$ cat config.mk
export PLATFORM = sky130hd
export DESIGN_NAME = sigma_delta_feeder
export DESIGN_NICKNAME = d
export VERILOG_FILES = /design/src/rtl/sigma_delta_feeder.sv
export SDC_FILE = /design/constraint.sdc
export NUM_CORES = 1
export LEC_CHECK = 0
export BUFFER_PORTS_ARGS = -buffer_cell sky130_fd_sc_hd__buf_2
export CAP_MARGIN = 15
export CORE_MARGIN = 4
export CORE_UTILIZATION = 40
export DETAILED_ROUTE_END_ITERATION = 10
export PLACE_DENSITY = 0.61
export SYNTH_ARGS = -nofsm -noshare
export SYNTH_HDL_FRONTEND = slang
export SYNTH_SLANG_ARGS = --single-unit
$ cat constraint.sdc
create_clock -name clk -period 4.63 [get_ports clk]
set_input_delay 0.926 -clock clk [delete_from_list [all_inputs] [get_ports clk]]
set_output_delay 0.926 -clock clk [all_outputs]
set_load 0.02 [all_outputs]
$ cat src/rtl/sigma_delta_feeder.sv
// sigma_delta_feeder: buffers PCM samples in a small FIFO and feeds the
// sigma-delta modulator one sample per programmable hold period, with
// prefill, underrun signalling and flush-on-stop.
module sigma_delta_feeder #(
    parameter int unsigned VALUE_WIDTH = 8,
    parameter int unsigned FIFO_DEPTH  = 4,
    parameter int unsigned RATE_WIDTH  = 16
) (
    input  logic                          clk,
    input  logic                          aresetn,
    input  logic                          run,
    input  logic [RATE_WIDTH-1:0]         rate,
    input  logic [VALUE_WIDTH-1:0]        s_data,
    input  logic                          s_valid,
    output logic                          s_ready,
    output logic [VALUE_WIDTH-1:0]        value,
    output logic                          enable,
    output logic                          underrun,
    output logic [$clog2(FIFO_DEPTH):0]   level
);

    localparam int unsigned PTR_W = $clog2(FIFO_DEPTH);
    localparam int unsigned LVL_W = PTR_W + 1;
    localparam logic [LVL_W-1:0] FULL_LVL = LVL_W'(FIFO_DEPTH);

    typedef enum logic [1:0] {
        ST_IDLE = 2'd0,
        ST_FILL = 2'd1,
        ST_RUN  = 2'd2
    } state_t;

    state_t                 state;
    state_t                 state_nxt;

    logic [VALUE_WIDTH-1:0] mem [FIFO_DEPTH];
    logic [PTR_W-1:0]       wr_ptr;
    logic [PTR_W-1:0]       rd_ptr;
    logic [RATE_WIDTH-1:0]  cnt;

    logic [VALUE_WIDTH-1:0] value_nxt;
    logic                   enable_nxt;
    logic                   underrun_nxt;
    logic [RATE_WIDTH-1:0]  cnt_nxt;
    logic                   push;
    logic                   pop;
    logic                   flush;
    logic [RATE_WIDTH-1:0]  reload;
    logic [VALUE_WIDTH-1:0] head;
    logic [LVL_W-1:0]       level_nxt;

    // Ready is a pure function of occupancy: a full FIFO never takes a push,
    // even on a cycle that pops.
    assign s_ready = (level != FULL_LVL);
    assign push    = s_valid && s_ready;
    assign head    = mem[rd_ptr];

    // Hold period minus one, with rate 0 treated as 1.
    assign reload  = (rate == '0) ? '0 : rate - RATE_WIDTH'(1);

    // Occupancy update; a flush overrides any push or pop in the same cycle.
    always_comb begin
        level_nxt = level;
        if (flush) begin
            level_nxt = '0;
        end else begin
            level_nxt = level + LVL_W'(push) - LVL_W'(pop);
        end
    end

    // Next-state, sample output, hold counter and FIFO pop control.
    always_comb begin
        state_nxt    = state;
        value_nxt    = value;
        enable_nxt   = enable;
        underrun_nxt = 1'b0;
        cnt_nxt      = cnt;
        pop          = 1'b0;
        flush        = 1'b0;

        case (state)
            ST_IDLE: begin
                enable_nxt = 1'b0;
                value_nxt  = '0;
                if (run) begin
                    state_nxt = ST_FILL;
                end
            end

            ST_FILL: begin
                enable_nxt = 1'b0;
                if (!run) begin
                    state_nxt = ST_IDLE;
                end else if (level == FULL_LVL) begin
                    state_nxt  = ST_RUN;
                    pop        = 1'b1;
                    value_nxt  = head;
                    enable_nxt = 1'b1;
                    cnt_nxt    = reload;
                end
            end

            ST_RUN: begin
                if (!run) begin
                    state_nxt  = ST_IDLE;
                    enable_nxt = 1'b0;
                    value_nxt  = '0;
                    cnt_nxt    = '0;
                    flush      = 1'b1;
                end else if (cnt != '0) begin
                    cnt_nxt = cnt - RATE_WIDTH'(1);
                end else if (level != '0) begin
                    pop       = 1'b1;
                    value_nxt = head;
                    cnt_nxt   = reload;
                end else begin
                    // Sample due but nothing buffered: hold value, retry next cycle.
                    underrun_nxt = 1'b1;
                end
            end

            default: begin
                state_nxt  = ST_IDLE;
                enable_nxt = 1'b0;
                value_nxt  = '0;
                cnt_nxt    = '0;
                flush      = 1'b1;
            end
        endcase
    end

    // State, outputs, counter, pointers and occupancy registers.
    always_ff @(posedge clk or negedge aresetn) begin
        if (!aresetn) begin
            state    <= ST_IDLE;
            value    <= '0;
            enable   <= 1'b0;
            underrun <= 1'b0;
            cnt      <= '0;
            wr_ptr   <= '0;
            rd_ptr   <= '0;
            level    <= '0;
        end else begin
            state    <= state_nxt;
            value    <= value_nxt;
            enable   <= enable_nxt;
            underrun <= underrun_nxt;
            cnt      <= cnt_nxt;
            level    <= level_nxt;
            if (flush) begin
                wr_ptr <= '0;
                rd_ptr <= '0;
            end else begin
                if (push) begin
                    wr_ptr <= wr_ptr + PTR_W'(1);
                end
                if (pop) begin
                    rd_ptr <= rd_ptr + PTR_W'(1);
                end
            end
        end
    end

    // Sample storage; contents are don't-care until written, so no reset.
    always_ff @(posedge clk) begin
        if (push) begin
            mem[wr_ptr] <= s_data;
        end
    end

endmodule
# After elaboration in Yosys (flattened, before gate mapping)
# Memory sizes are Yosys's and may differ from the RTL's.
# Cells that the tools add are included.
# Widths: inputs -> output; s select.
[totals]
romBits = 0
mem_bits_rw = 32
reg_bits = 35
n_memories = 1
word_cells = 78
latchBits = 0
[classes]
n_mux = 39
div = 0
n_shift = 0
order_cmp = 0
bitwise_logic = 1
n_reduce_logical = 11
eq_ne = 12
add_sub_neg = 6
n_mul = 0
[memory_table]
columns = ["memory", "depth", "word_bits", "rd", "rd_clocked_by_memory_dff", "wr", "line", "text"]
rows = [
  ["mem", 4, 8, 1, 0, 1, "35", "logic [VALUE_WIDTH-1:0] mem [FIFO_DEPTH];"],
]
[op_table]
columns = ["op", "n"]
rows = [
  ["$mux 16", 6],
  ["$pmux 16 s3", 1],
  ["$mux 8", 5],
  ["$sub 16x1->16 const B", 2],
  ["$logic_not 16->1", 1],
  ["$mux 2", 8],
  ["$pmux 8 s2", 1],
  ["$reduce_bool 16->1", 1],
  ["$mux 1", 13],
  ["$ne 3x3->1 const B", 4],
  ["$ne 2x2->1 const B", 4],
  ["$reduce_and 4->1", 2],
  ["$pmux 1 s2", 3],
  ["$pmux 2 s3", 1],
  ["$add 2x1->2 const B", 2],
  ["$ne 4x4->1 const B", 1],
  ["$reduce_bool 2->1", 2],
  ["$add 3x1->3", 1],
  ["$eq 3x3->1 const B", 1],
  ["$mux 3", 1],
  ["$reduce_and 3->1", 1],
  ["$reduce_bool 3->1", 1],
  ["$sub 3x1->3", 1],
  ["$eq 2x1->1 const B", 1],
  ["5 further kinds", 5],
]

# Depth between registers and ports, before layout
[logic_depth]
word_depth = 7
ltp_mapped = 16
ltp_nobuf = 14

# Least setup slack after synthesis
# Ideal clock, no wire load.
[synth_path]
path_type = "input to register"
startpoint = "input port run"
endpoint = "register level[2]"
setup_time_ps = 126
stages = 13
arrival_ps = 2949
path_slack_ps = 1555
t_required_ps = 4504
path_cell_list = "nand2_1 > clkbuf_1 > nor2_1 > a2bb2o_1 > and2_1 > ha_1 > inv_1 > ha_1 > inv_1 > fa_1 > xor2_1 > xnor2_1 > nor2_1"
[synth_between]
elab_chain_len = 4
[synth_lines]
columns = ["element", "line", "text"]
rows = [
  ["start: declaration", "11", "input logic run,"],
  ["$mux 1, on equally long branches", "103, 91", ""],
  ["$pmux 1 s2", "80", "case (state)"],
  ["$sub 3x1->3", "66", "level_nxt = level + LVL_W'(push) - LVL_W'(pop);"],
  ["$mux 3 *", "63", "if (flush) begin"],
  ["named net level_nxt[2]", "49", "logic [LVL_W-1:0] level_nxt;"],
  ["end signal: assignment", "148", "level <= level_nxt;"],
  ["end: declaration", "19", "output logic [$clog2(FIFO_DEPTH):0] level"],
]
# The timed path passes the listed nets; every way through them passes the cells marked *.
# A chain may end at the register's enable or synchronous reset.

# Worst setup path in the final report
[layout_path]
startpoint = "register cnt[0]"
endpoint = "register level[2]"
[layout_between]
elab_chain_len = 6
[layout_lines]
columns = ["element", "line", "text"]
rows = [
  ["start: declaration", "38", "logic [RATE_WIDTH-1:0] cnt;"],
  ["start signal: assignment", "147", "cnt <= cnt_nxt;"],
  ["$reduce_bool 16->1", "109", "end else if (cnt != '0) begin"],
  ["$mux 1", "109", ""],
  ["$mux 1", "103", "if (!run) begin"],
  ["$pmux 1 s2", "80", ""],
  ["$sub 3x1->3", "66", ""],
  ["$mux 3", "63", ""],
  ["named net level_nxt[2]", "49", ""],
]
# The timed path passes the listed nets, and every way through them passes these cells.

==> flow_summary.html <==
<table>
<tr><th>Metric</th><th>Value</th></tr>
<tr><th colspan="2">Run status</th></tr>
<tr><td>Run status</td><td>finished, final reports clean</td></tr>
<tr><th colspan="2">Global route</th></tr>
<tr><td>Largest net degree at the start of global routing</td><td>36</td></tr>
<tr><td>Number of antenna violations at the first check in global routing</td><td>0</td></tr>
<tr><td>Remaining global-route overflow</td><td>0</td></tr>
<tr><td>Via count of the first global-routing pass</td><td>2755</td></tr>
<tr><td>GRT Util Overall</td><td>0.156</td></tr>
<tr><td>Wire length of the first global-routing pass</td><td>13800 um</td></tr>
<tr><th colspan="2">Synth</th></tr>
<tr><td>Number of register bits inferred by synthesis</td><td>67</td></tr>
<tr><td>Commonest register cell after synthesis</td><td>dfrtp_1</td></tr>
<tr><td>Average instance area after synthesis</td><td>10.7 sq um</td></tr>
<tr><td>Count of yosys warnings during synthesis</td><td>0</td></tr>
<tr><td>Post-synth ARST share</td><td>0.522</td></tr>
<tr><td>Post-synth EDFFs</td><td>32</td></tr>
<tr><td>Ranking of synthesized cells by instance count</td><td>dfrtp_1 (35), edfxtp_1 (32), nand2_1 (29)</td></tr>
<tr><td>Cell type with the highest aggregate area in the netlist</td><td>edfxtp_1</td></tr>
<tr><td>Number of distinct library cell variants in the gate-level netlist after synthesis</td><td>54</td></tr>
<tr><td>Post-synth design cell area</td><td>3670 sq um</td></tr>
<tr><td>Post-synthesis sequential area ratio</td><td>0.501</td></tr>
<tr><td>Number of cells produced by synthesis</td><td>343</td></tr>
<tr><td>Portion of synthesized cell area occupied by the leading cell type</td><td>0.262</td></tr>
<tr><td>Count leader, synth</td><td>dfrtp_1</td></tr>
<tr><td>Ranking of synthesized cells by area</td><td>edfxtp_1 (26%), dfrtp_1 (24%), mux4_2 (4.9%)</td></tr>
<tr><td>Net count of the mapped netlist</td><td>384</td></tr>
<tr><th colspan="2">Finish</th></tr>
<tr><td>Fill cells</td><td>827</td></tr>
<tr><td>Synth-to-Final Area Change</td><td>13.4%</td></tr>
<tr><td>Final non-filler cell area</td><td>4160 sq um</td></tr>
<tr><td>Count of nets after finishing</td><td>421</td></tr>
<tr><td>Footprint of the flip-flops and latches</td><td>1840 sq um</td></tr>
<tr><td>Total area of multi-input combinational cells</td><td>1720 sq um</td></tr>
<tr><td>Antenna diode count</td><td>0</td></tr>
<tr><td>Layout cell share with drive strength beyond 1</td><td>0.184</td></tr>
<tr><th colspan="2">Placement</th></tr>
<tr><td>Cell area after placement</td><td>3960 sq um</td></tr>
<tr><td>Count of buffers from port buffering</td><td>41</td></tr>
<tr><td>Routability-driven placement congestion ratio</td><td>0.864</td></tr>
<tr><td>Total half-perimeter wirelength after legalization and detailed placement</td><td>5880 um</td></tr>
<tr><th colspan="2">STA</th></tr>
<tr><td>Final period util</td><td>0.727</td></tr>
<tr><td>Worst slew margin</td><td>0.253</td></tr>
<tr><td>Number of setup violations in the final report</td><td>0</td></tr>
<tr><td>Layout Skew</td><td>11.0 ps</td></tr>
<tr><td>Peak Freq</td><td>0.297 GHz</td></tr>
<tr><td>Slew at the pin closest to its max-slew limit</td><td>1110 ps</td></tr>
<tr><td>Pins Over Slew Limit</td><td>0</td></tr>
<tr><td>Final setup TNS</td><td>0 ps</td></tr>
<tr><td>Number of hold violations in the final report</td><td>0</td></tr>
<tr><td>Unrepaired setup endpoints after global routing</td><td>false</td></tr>
<tr><td>Tmin final</td><td>3370 ps</td></tr>
<tr><th colspan="2">Clocking</th></tr>
<tr><td>Clock transition time at the flip-flop clock pins of the worst setup and hold paths</td><td>80 ps</td></tr>
<tr><td>Post-cts resize count</td><td>0</td></tr>
<tr><td>Clk sinks</td><td>67</td></tr>
<tr><td>CTS hold repair buffers</td><td>0</td></tr>
<tr><td>Clock insertion delay at the later pin of the skew report</td><td>340 ps</td></tr>
<tr><td>Post-CTS setup repair buffer count</td><td>0</td></tr>
<tr><td>Maximum buffer depth of the clock tree</td><td>2</td></tr>
<tr><td>Clock tree root buffer cell</td><td>clkbuf_8</td></tr>
<tr><td>Clock tree from TritonCTS</td><td>done</td></tr>
<tr><td>Clock buffers created by TritonCTS</td><td>9</td></tr>
<tr><td>H-tree levels</td><td>3</td></tr>
<tr><th colspan="2">Pwr</th></tr>
<tr><td>Share of power burned in combinational logic</td><td>0.487</td></tr>
<tr><td>Clock share of power</td><td>0.175</td></tr>
<tr><td>Switching Fraction</td><td>0.448</td></tr>
<tr><td>Cell internal pwr</td><td>1.56 mW</td></tr>
<tr><td>Leakage power summed over all cells</td><td>1.64 nW</td></tr>
<tr><td>Ratio of total power to cell area</td><td>681 nW/um^2</td></tr>
<tr><td>Seq pwr share</td><td>0.338</td></tr>
<tr><td>Net switching power figure</td><td>1.27 mW</td></tr>
<tr><td>Maximum vdd ir drop</td><td>430 uV</td></tr>
<tr><th colspan="2">Route</th></tr>
<tr><td>Count of routing violations after the opening detailed-route iteration</td><td>227</td></tr>
<tr><td>Post-DR vias/cell</td><td>5.57</td></tr>
<tr><td>DRC violation count after routing</td><td>0</td></tr>
<tr><td>Post-DR wirelength/cell</td><td>16.3 um</td></tr>
<tr><td>Iteration count of the initial detailed-routing pass</td><td>4</td></tr>
<tr><td>Count of vias placed by the detailed router</td><td>2746</td></tr>
<tr><td>Remaining antenna violation count</td><td>0</td></tr>
<tr><td>Routed wire length</td><td>8020 um</td></tr>
<tr><th colspan="2">Die</th></tr>
<tr><td>Full die area</td><td>10800 sq um</td></tr>
<tr><td>Horiz. Die Dim</td><td>104 um</td></tr>
<tr><td>Standard-cell row count</td><td>34</td></tr>
<tr><td>Area of the core</td><td>8810 sq um</td></tr>
<tr><td>I/O pin total</td><td>42</td></tr>
<tr><td>Starting density of the core</td><td>0.417</td></tr>
<tr><td>Vertical die dimension</td><td>104 um</td></tr>
<tr><th colspan="2">Critical path</th></tr>
<tr><td>Type of origin of the critical path</td><td>register</td></tr>
<tr><td>Required time of the critical path</td><td>4850 ps</td></tr>
<tr><td>Arrival time at the worst endpoint</td><td>3580 ps</td></tr>
<tr><td>Worst-path cell chain</td><td>inv_1 -&gt; ha_1 -&gt; or4b_1 -&gt; nor4bb_2 -&gt; a2bb2o_1 -&gt; and2_1 -&gt; ha_1 -&gt; inv_1 -&gt; ha_1 -&gt; inv_1 -&gt; fa_1 -&gt; xor2_1 -&gt; xnor2_1 -&gt; nor2_1</td></tr>
<tr><td>Max stage delay on crit path</td><td>630 ps</td></tr>
<tr><td>Slowest CP cell</td><td>or4b_1</td></tr>
<tr><td>CP Max Fanout</td><td>11</td></tr>
<tr><td>Worst setup path category</td><td>reg -&gt; reg</td></tr>
<tr><td>Type of destination of the critical path</td><td>register</td></tr>
<tr><td>R2R Setup Slk</td><td>1260 ps</td></tr>
<tr><th colspan="2">Job</th></tr>
<tr><td>Max-cap check violation count</td><td>0</td></tr>
<tr><th colspan="2">Hold path</th></tr>
<tr><td>Path class of the lowest-slack min-delay path</td><td>reg -&gt; reg</td></tr>
</table>
==> area by class of cell <==
type / count / share of cell area
timing repair buffer: 42 / 0.0511
clock buffer: 9 / 0.0298
sequential: 67 / 0.442
inverter: 14 / 0.0126
tap: 108 / 0.0325
multi-input combinational: 246 / 0.414
clock inverter: 7 / 0.0186
==> sequential cells by signal, indices dropped and copies added (netlist names) <==
| register | cells |
|---|---|
| cnt | 16 |
| enable | 1 |
| level | 3 |
| mem | 32 |
| rd_ptr | 2 |
| state | 2 |
| underrun | 1 |
| value | 8 |
| wr_ptr | 2 |
==> cells by family (layout without fill, tap and decap cells) <==
group	Yosys count	count (layout)	synth area share
compound gates	71	71	0.126
xor+xnor	13	13	0.0310
fa+ha+maj	13	13	0.0464
flops	67	67	0.501
simple gates	138	138	0.206
buf+inv	30	72	0.0317
mux	11	11	0.0576
==> power groups by stage <==
stage               registers [mW]  clock network (mW)  logic [mW]
detailed placement           0.968                   0        1.37
CTS                          0.959               0.506        1.38
finish                       0.957               0.495        1.38
global placement             0.962                   0        1.37
global route                 0.984               0.536        1.55
floorplan                    0.970                   0       0.992
==> cells in the final DEF (no fill, tap or decap), types with 4 or more instances in the layout <==
cell type,Yosys,layout
o221ai_1,7,7
ha_1,12,12
nor3_1,22,22
nand2b_1,10,10
xnor2_1,10,10
clkbuf_8,0,9
buf_2,3,41
nor2_1,19,19
or4_1,9,9
or3_1,8,8
o21ai_1,13,13
edfxtp_1,32,32
dfrtp_1,35,35
nor4_1,5,5
o21ai_0,13,13
inv_1,14,14
and2_1,5,5
nand3_1,9,9
mux4_2,8,8
a21oi_1,8,8
nand2_1,29,29
and3_1,4,4
o211ai_1,9,9
==> per-layer routing <==
layer	up-vias	global-route usage	routed length, um
li1	1362	-	-
met1	1316	0.223	3860
met2	62	0.232	3740
met3	6	0.0454	352
met4	0	0.0418	66
met5	-	0	0
==> per-stage QoR <==
stage | utilization | setup slack, ps | cells | power, mW | hold WS (ps)
floorplan | - | 1560 | 343 | 1.96 | 496
global placement | 0.450 | 1390 | 477 | 2.33 | 468
detailed placement | 0.450 | 1280 | 477 | 2.34 | 479
CTS | 0.472 | 1260 | 493 | 2.84 | 498
global route | 0.472 | 1000 | 493 | 3.07 | 516
finish | 0.472 | 1260 | 493 | 2.83 | 488
==> worst max-delay path: cells and delay by family, from the launching register on <==
family	cells	cell delay [ps]
compound gates	1	200
xor+xnor	2	330
fa+ha+maj	4	910
buf+inv	3	170
flops	1	410
simple gates	4	1240
==> worst paths after layout <==
check,to,startpoint,depth (start not counted)
worst min-delay path,value[3],value[3],2
min in group asynchronous,value[6],aresetn,1
worst max-delay path,level[2],cnt[0],14
worst min register to register,value[3],value[3],2
worst max register to register,level[2],cnt[0],14
max in group asynchronous,level[0],aresetn,1
No activity file was read; power rests on OpenSTA's default activity.
